<file path="config.mk">
export PLATFORM = sky130hd
export DESIGN_NAME = fetch_prefetch
export DESIGN_NICKNAME = d
export VERILOG_FILES = /design/src/rtl/fetch_prefetch.sv
export SDC_FILE = /design/constraint.sdc
export NUM_CORES = 1
export LEC_CHECK = 0
export ABC_AREA = 1
export CAP_MARGIN = 40
export CORE_MARGIN = 2
export CORE_UTILIZATION = 45
export DETAILED_ROUTE_END_ITERATION = 12
export DONT_BUFFER_PORTS = 1
export GPL_TIMING_DRIVEN = 0
export HOLD_SLACK_MARGIN = 0.15
export SLEW_MARGIN = 20
export SYNTH_ARGS = -nofsm -noshare
export SYNTH_HDL_FRONTEND = slang
export SYNTH_SLANG_ARGS = --single-unit
</file>
<file path="constraint.sdc">
create_clock -name clk -period 8.5 [get_ports clk]
set_input_delay 0.85 -clock clk [delete_from_list [all_inputs] [get_ports clk]]
set_output_delay 0.85 -clock clk [all_outputs]
set_load 0.02 [all_outputs]
</file>
<file path="src/rtl/fetch_prefetch.sv">
// fetch_prefetch: PC owner issuing pipelined imem reads into a prefetch queue with redirect flush
module fetch_prefetch #(
  parameter int ADDRESS = 32,
  parameter int INSTRUCTION = 32,
  parameter int DEPTH = 4,
  parameter logic [ADDRESS-1:0] RESET_PC = '0
) (
  input  logic                   clk,
  input  logic                   rst,
  output logic                   imem_req,
  output logic [ADDRESS-1:0]     imem_addr,
  output logic                   imem_we_re,
  output logic [3:0]             imem_mask,
  input  logic                   imem_ready,
  input  logic                   imem_valid,
  input  logic [INSTRUCTION-1:0] imem_rdata,
  input  logic                   redirect,
  input  logic [ADDRESS-1:0]     redirect_addr,
  output logic                   instr_valid,
  input  logic                   instr_ready,
  output logic [INSTRUCTION-1:0] instr,
  output logic [ADDRESS-1:0]     instr_pc
);
  localparam int P = $clog2(DEPTH);
  localparam int W = P + 1;
  localparam int E = INSTRUCTION + ADDRESS;

  logic [ADDRESS-1:0] pc_q, pc_d, resp_pc_q, resp_pc_d;
  logic [W-1:0] count_q, count_d, outstanding_q, outstanding_d, drop_q, drop_d;
  logic [P-1:0] rd_q, rd_d, wr_q, wr_d;
  logic [E-1:0] mem_q [DEPTH];
  logic fire, push, pop;

  // credit rule: never have more queued plus in-flight words than queue slots
  assign imem_req = !rst && !redirect && ({1'b0, count_q} + {1'b0, outstanding_q} < (W+1)'(DEPTH));
  assign imem_addr = pc_q;
  assign imem_we_re = 1'b0;
  assign imem_mask = 4'b1111;
  assign instr_valid = (count_q != '0) && !redirect;
  assign instr = mem_q[rd_q][E-1:ADDRESS];
  assign instr_pc = mem_q[rd_q][ADDRESS-1:0];

  // next-state: redirect wins, turning every still-pending request into one to drop
  always_comb begin
    fire = imem_req && imem_ready;
    push = imem_valid && (drop_q == '0) && !redirect;
    pop = instr_valid && instr_ready;
    pc_d = redirect ? redirect_addr : fire ? pc_q + ADDRESS'(4) : pc_q;
    resp_pc_d = redirect ? redirect_addr : push ? resp_pc_q + ADDRESS'(4) : resp_pc_q;
    outstanding_d = outstanding_q + W'(fire) - W'(imem_valid);
    drop_d = redirect ? outstanding_q - W'(imem_valid) : drop_q - W'(imem_valid && (drop_q != '0));
    count_d = redirect ? '0 : count_q + W'(push) - W'(pop);
    wr_d = redirect ? rd_q : wr_q + P'(push);
    rd_d = rd_q + P'(pop);
  end

  // control state with asynchronous reset
  always_ff @(posedge clk or posedge rst) begin
    if (rst) begin
      pc_q <= RESET_PC;
      resp_pc_q <= RESET_PC;
      count_q <= '0;
      outstanding_q <= '0;
      drop_q <= '0;
      rd_q <= '0;
      wr_q <= '0;
    end else begin
      pc_q <= pc_d;
      resp_pc_q <= resp_pc_d;
      count_q <= count_d;
      outstanding_q <= outstanding_d;
      drop_q <= drop_d;
      rd_q <= rd_d;
      wr_q <= wr_d;
    end
  end

  // queue storage, tagged with the PC of each kept response
  always_ff @(posedge clk) begin
    if (push) mem_q[wr_q] <= {imem_rdata, resp_pc_q};
  end
endmodule

</file>
==> run_summary.xml <==
<?xml version="1.0" encoding="UTF-8"?>
<metrics>
  <group name="cts">
    <metric name="clock-root-buffer" unit="">sky130_fd_sc_hd__clkbuf_16</metric>
    <metric name="number_of_cts_inserted_buffers" unit="">37</metric>
    <metric name="htree_levels" unit="">2</metric>
    <metric name="clock_latency" unit="ns">0.52</metric>
    <metric name="cts_buffer_depth" unit="">3</metric>
    <metric name="clk_pin_slew" unit="ns">0.06</metric>
    <metric name="cts_repair_resize_count" unit="">0</metric>
    <metric name="post_cts_hold_buffer_count" unit="">0</metric>
    <metric name="tritoncts" unit="">done</metric>
    <metric name="postCtsSetupRepairBufs" unit="">0</metric>
    <metric name="tritoncts_num_sinks" unit="">333</metric>
  </group>
  <group name="min_path">
    <metric name="worstHoldPathType" unit="">input port to async pin</metric>
  </group>
  <group name="detailed_routing">
    <metric name="routed_via_density" unit="">5.41</metric>
    <metric name="route.final.wire_length" unit="mm">36.7</metric>
    <metric name="detailedRoute.firstPassIterationCount" unit="">7</metric>
    <metric name="drc_errors" unit="">0</metric>
    <metric name="wl_per_cell" unit="um">19.6</metric>
    <metric name="drtIter0Drc" unit="">796</metric>
    <metric name="drtAntennaViolNets" unit="">0</metric>
    <metric name="num_vias" unit="">10200</metric>
  </group>
  <group name="critical_path">
    <metric name="cp-start-kind" unit="">flop</metric>
    <metric name="crit_fanout" unit="">10</metric>
    <metric name="worst_r2r_startpoint" unit="">drop_q[2]$_DFF_PP0_</metric>
    <metric name="timing.reg2reg.worst_path_depth" unit="">9</metric>
    <metric name="critical_setup_path_class" unit="">flop to output port</metric>
    <metric name="r2r_end" unit="">mem_q[1][21]$_DFFE_PP_</metric>
    <metric name="critical_path_arrival" unit="ns">2.72</metric>
    <metric name="timing.critical_path.required" unit="ns">7.65</metric>
    <metric name="worst_setup_path_end_kind" unit="">output port</metric>
    <metric name="r2r_slack" unit="ns">5.33</metric>
  </group>
  <group name="place">
    <metric name="placement.io_buffers" unit="">0</metric>
    <metric name="dpl.hpwl" unit="mm">26.2</metric>
    <metric name="number_of_placed_cells_counting_well_taps" unit="">1809</metric>
    <metric name="finalWeightedCongestion" unit="">0.868</metric>
  </group>
  <group name="synth">
    <metric name="number_of_synthesized_flops_with_an_enable_pin" unit="">256</metric>
    <metric name="synth_async_sr_flop_share" unit="">0.231</metric>
    <metric name="yosys.area_share.adder" unit="">0.0148</metric>
    <metric name="synth_top_family_by_area" unit="">simple AND/OR/NAND/NOR gates</metric>
    <metric name="seq_area_frac_synth" unit="">0.662</metric>
    <metric name="synthXorXnorAreaFrac" unit="">0.0181</metric>
    <metric name="synthTopCellsByArea" unit="">sky130_fd_sc_hd__edfxtp_1, sky130_fd_sc_hd__dfrtp_1, sky130_fd_sc_hd__nand2_1</metric>
    <metric name="synth_area_per_cell" unit="um^2">10.6</metric>
    <metric name="synth-seq-cells" unit="">333</metric>
    <metric name="yosys-top-cells-count" unit="">sky130_fd_sc_hd__nand2_1, sky130_fd_sc_hd__edfxtp_1, sky130_fd_sc_hd__nor2_1, sky130_fd_sc_hd__o21ai_0, sky130_fd_sc_hd__dfrtp_1</metric>
    <metric name="postSynthCellCount" unit="">1371</metric>
    <metric name="most_frequently_used_flop_master_after_synthesis" unit="">sky130_fd_sc_hd__edfxtp_1</metric>
    <metric name="post_synth_and_or_nand_nor_area_fraction" unit="">0.171</metric>
    <metric name="synth_top_cell_area_share" unit="">0.529</metric>
    <metric name="ys.warnings.count" unit="">0</metric>
    <metric name="most_frequently_used_cell_type_in_the_post_synthesis_netlist" unit="">sky130_fd_sc_hd__nand2_1</metric>
    <metric name="synth_area_leader_cell" unit="">sky130_fd_sc_hd__edfxtp_1</metric>
    <metric name="netlist-cell-type-count" unit="">39</metric>
    <metric name="mappedNetlistArea" unit="mm^2">0.0145</metric>
    <metric name="mux_contribution_to_synthesized_area" unit="">0.00138</metric>
    <metric name="synth_compound_area_frac" unit="">0.0928</metric>
  </group>
  <group name="floorplanning">
    <metric name="io-pin-count" unit="">173</metric>
    <metric name="fp-row-count" unit="">65</metric>
    <metric name="coreArea" unit="mm^2">0.0316</metric>
    <metric name="die-width" unit="um">184</metric>
    <metric name="floorplan.initialDensity" unit="">0.459</metric>
    <metric name="fp.dieArea" unit="mm^2">0.0337</metric>
    <metric name="chipHeight" unit="um">184</metric>
  </group>
  <group name="final_layout">
    <metric name="synthToLayoutAreaGrowth" unit="%">14.3</metric>
    <metric name="num-nets-final" unit="">1533</metric>
    <metric name="num-fill-cells" unit="">2769</metric>
    <metric name="finish.utilization" unit="">0.525</metric>
    <metric name="drive_above_1_share" unit="">0.0875</metric>
    <metric name="layout.cells.non_filler" unit="">1877</metric>
    <metric name="num_antenna_cells" unit="">0</metric>
  </group>
  <group name="global_routing">
    <metric name="grt_overflow" unit="">0</metric>
    <metric name="vias_in_the_first_global_route" unit="">9936</metric>
    <metric name="grt_start_max_net_pins" unit="">44</metric>
    <metric name="grt_usage" unit="">0.220</metric>
    <metric name="first_pass_grt_wire_length" unit="mm">56.5</metric>
    <metric name="grt_antenna_before_repair" unit="">0</metric>
  </group>
  <group name="power_and_ir_drop">
    <metric name="p_leak" unit="nW">6.26</metric>
    <metric name="peak_supply_drop" unit="uV">151</metric>
    <metric name="power.density_cell_area" unit="mW/mm^2">313</metric>
  </group>
  <group name="sta">
    <metric name="final_report_hold_violation_count" unit="">0</metric>
    <metric name="clock_tree_skew_after_final_layout" unit="ns">0.0126</metric>
    <metric name="rsz_0062_raised_after_global_routing" unit="">no</metric>
    <metric name="report.final.slew_viol_count" unit="">0</metric>
    <metric name="clock.fmax" unit="MHz">280</metric>
    <metric name="finalSetupViolCount" unit="">0</metric>
    <metric name="period_share" unit="">0.420</metric>
    <metric name="min_period" unit="ns">3.57</metric>
    <metric name="worstMarginPinSlew" unit="ns">0.741</metric>
    <metric name="timing.max_slew.rel_slack" unit="">0.513</metric>
  </group>
  <group name="run">
    <metric name="max_cap_violations" unit="">0</metric>
  </group>
  <group name="outcome">
    <metric name="run_status" unit="">finished, final reports clean</metric>
  </group>
</metrics>
metrics by stage:
stage / instance area [um^2] / total power (W) / setup TNS (ns) / setup WS (ns) / hold slack, ns
2_1_floorplan: 14500 / 0.00317 / 0 / 2.17 / 0.466
3_3_place_gp: 15000 / 0.00361 / -389.98 / -1.70 / 0.488
3_5_place_dp: 15400 / 0.00364 / 0 / 4.87 / 0.510
4_1_cts: 16600 / 0.00525 / 0 / 4.87 / 0.253
5_1_grt: 16600 / 0.00547 / 0 / 4.76 / 0.273
6_report: 16600 / 0.00520 / 0 / 4.93 / 0.241
where the power goes:
| part | internal (W) | switching, W |
|---|---|---|
| registers | 0.00191 | 0.000199 |
| clock network | 0.000976 | 0.000636 |
| logic | 0.000363 | 0.00112 |
| total | 0.00325 | 0.00195 |
state kept, by name (all words and copies together) (netlist names):
signal         count
imem_addr         32
resp_pc_q         32
count_q            3
drop_q             3
wr_q               2
rd_q               2
outstanding_q      3
mem_q            256
worst max path at each step:
stage	slack, ns	from	to
detailed placement	4.87	imem_valid	mem_q[1][32]$_DFFE_PP_
finish	4.93	rd_q[0]$_DFF_PP0_	instr_pc[29]
floorplan	2.17	imem_valid	mem_q[0][0]$_DFFE_PP_
global route	4.76	rd_q[0]$_DFF_PP0_	instr_pc[26]
global placement	-1.70	imem_valid	mem_q[3][32]$_DFFE_PP_
CTS	4.87	rd_q[0]$_DFF_PP0_	instr_pc[26]
worst max-delay path, cell delays in order, from the launching register on:
cell and delay [ns]:
sky130_fd_sc_hd__dfrtp_1 0.49, sky130_fd_sc_hd__buf_2 0.26, sky130_fd_sc_hd__inv_1 0.11, sky130_fd_sc_hd__buf_2 0.26
sky130_fd_sc_hd__clkbuf_1 0.48, sky130_fd_sc_hd__nor2_1 0.08, sky130_fd_sc_hd__o22ai_1 0.53
layout by cell type (no fill, tap or decap), types with 37 or more instances in the layout:
master / instances
sky130_fd_sc_hd__nand2_1: 279
sky130_fd_sc_hd__nand3_1: 66
sky130_fd_sc_hd__inv_1: 73
sky130_fd_sc_hd__nor2_1: 216
sky130_fd_sc_hd__clkbuf_1: 51
sky130_fd_sc_hd__edfxtp_1: 256
sky130_fd_sc_hd__clkbuf_16: 37
sky130_fd_sc_hd__o22ai_1: 64
sky130_fd_sc_hd__dfrtp_1: 77
sky130_fd_sc_hd__o21ai_0: 154
logic make-up after synthesis:
kind of cell / Yosys count
flops: 333
other cells: 2
compound gates: 246
xor+xnor: 30
mux: 2
simple gates: 600
fa+ha+maj: 16
buf+inv: 142
per-layer routing:
metal  routed length [um]  global-route usage  vias up
li1                     -                   -     4894
met1                15400               0.285     4864
met2                17600               0.371      338
met3                 2820              0.0533       56
met4                  890              0.0614        0
met5                    0                   0        -
area by class of cell:
cell class | count | area (um^2) | area share
sequential | 333 | 9610 | 0.579
multi-input combinational | 899 | 4370 | 0.263
clock buffer | 49 | 991 | 0.0597
tap | 402 | 503 | 0.0303
timing repair buffer | 34 | 320 | 0.0193
inverter | 80 | 303 | 0.0182
buffer | 62 | 275 | 0.0166
clock inverter | 18 | 226 | 0.0136
(Power assumes the default switching activity.)
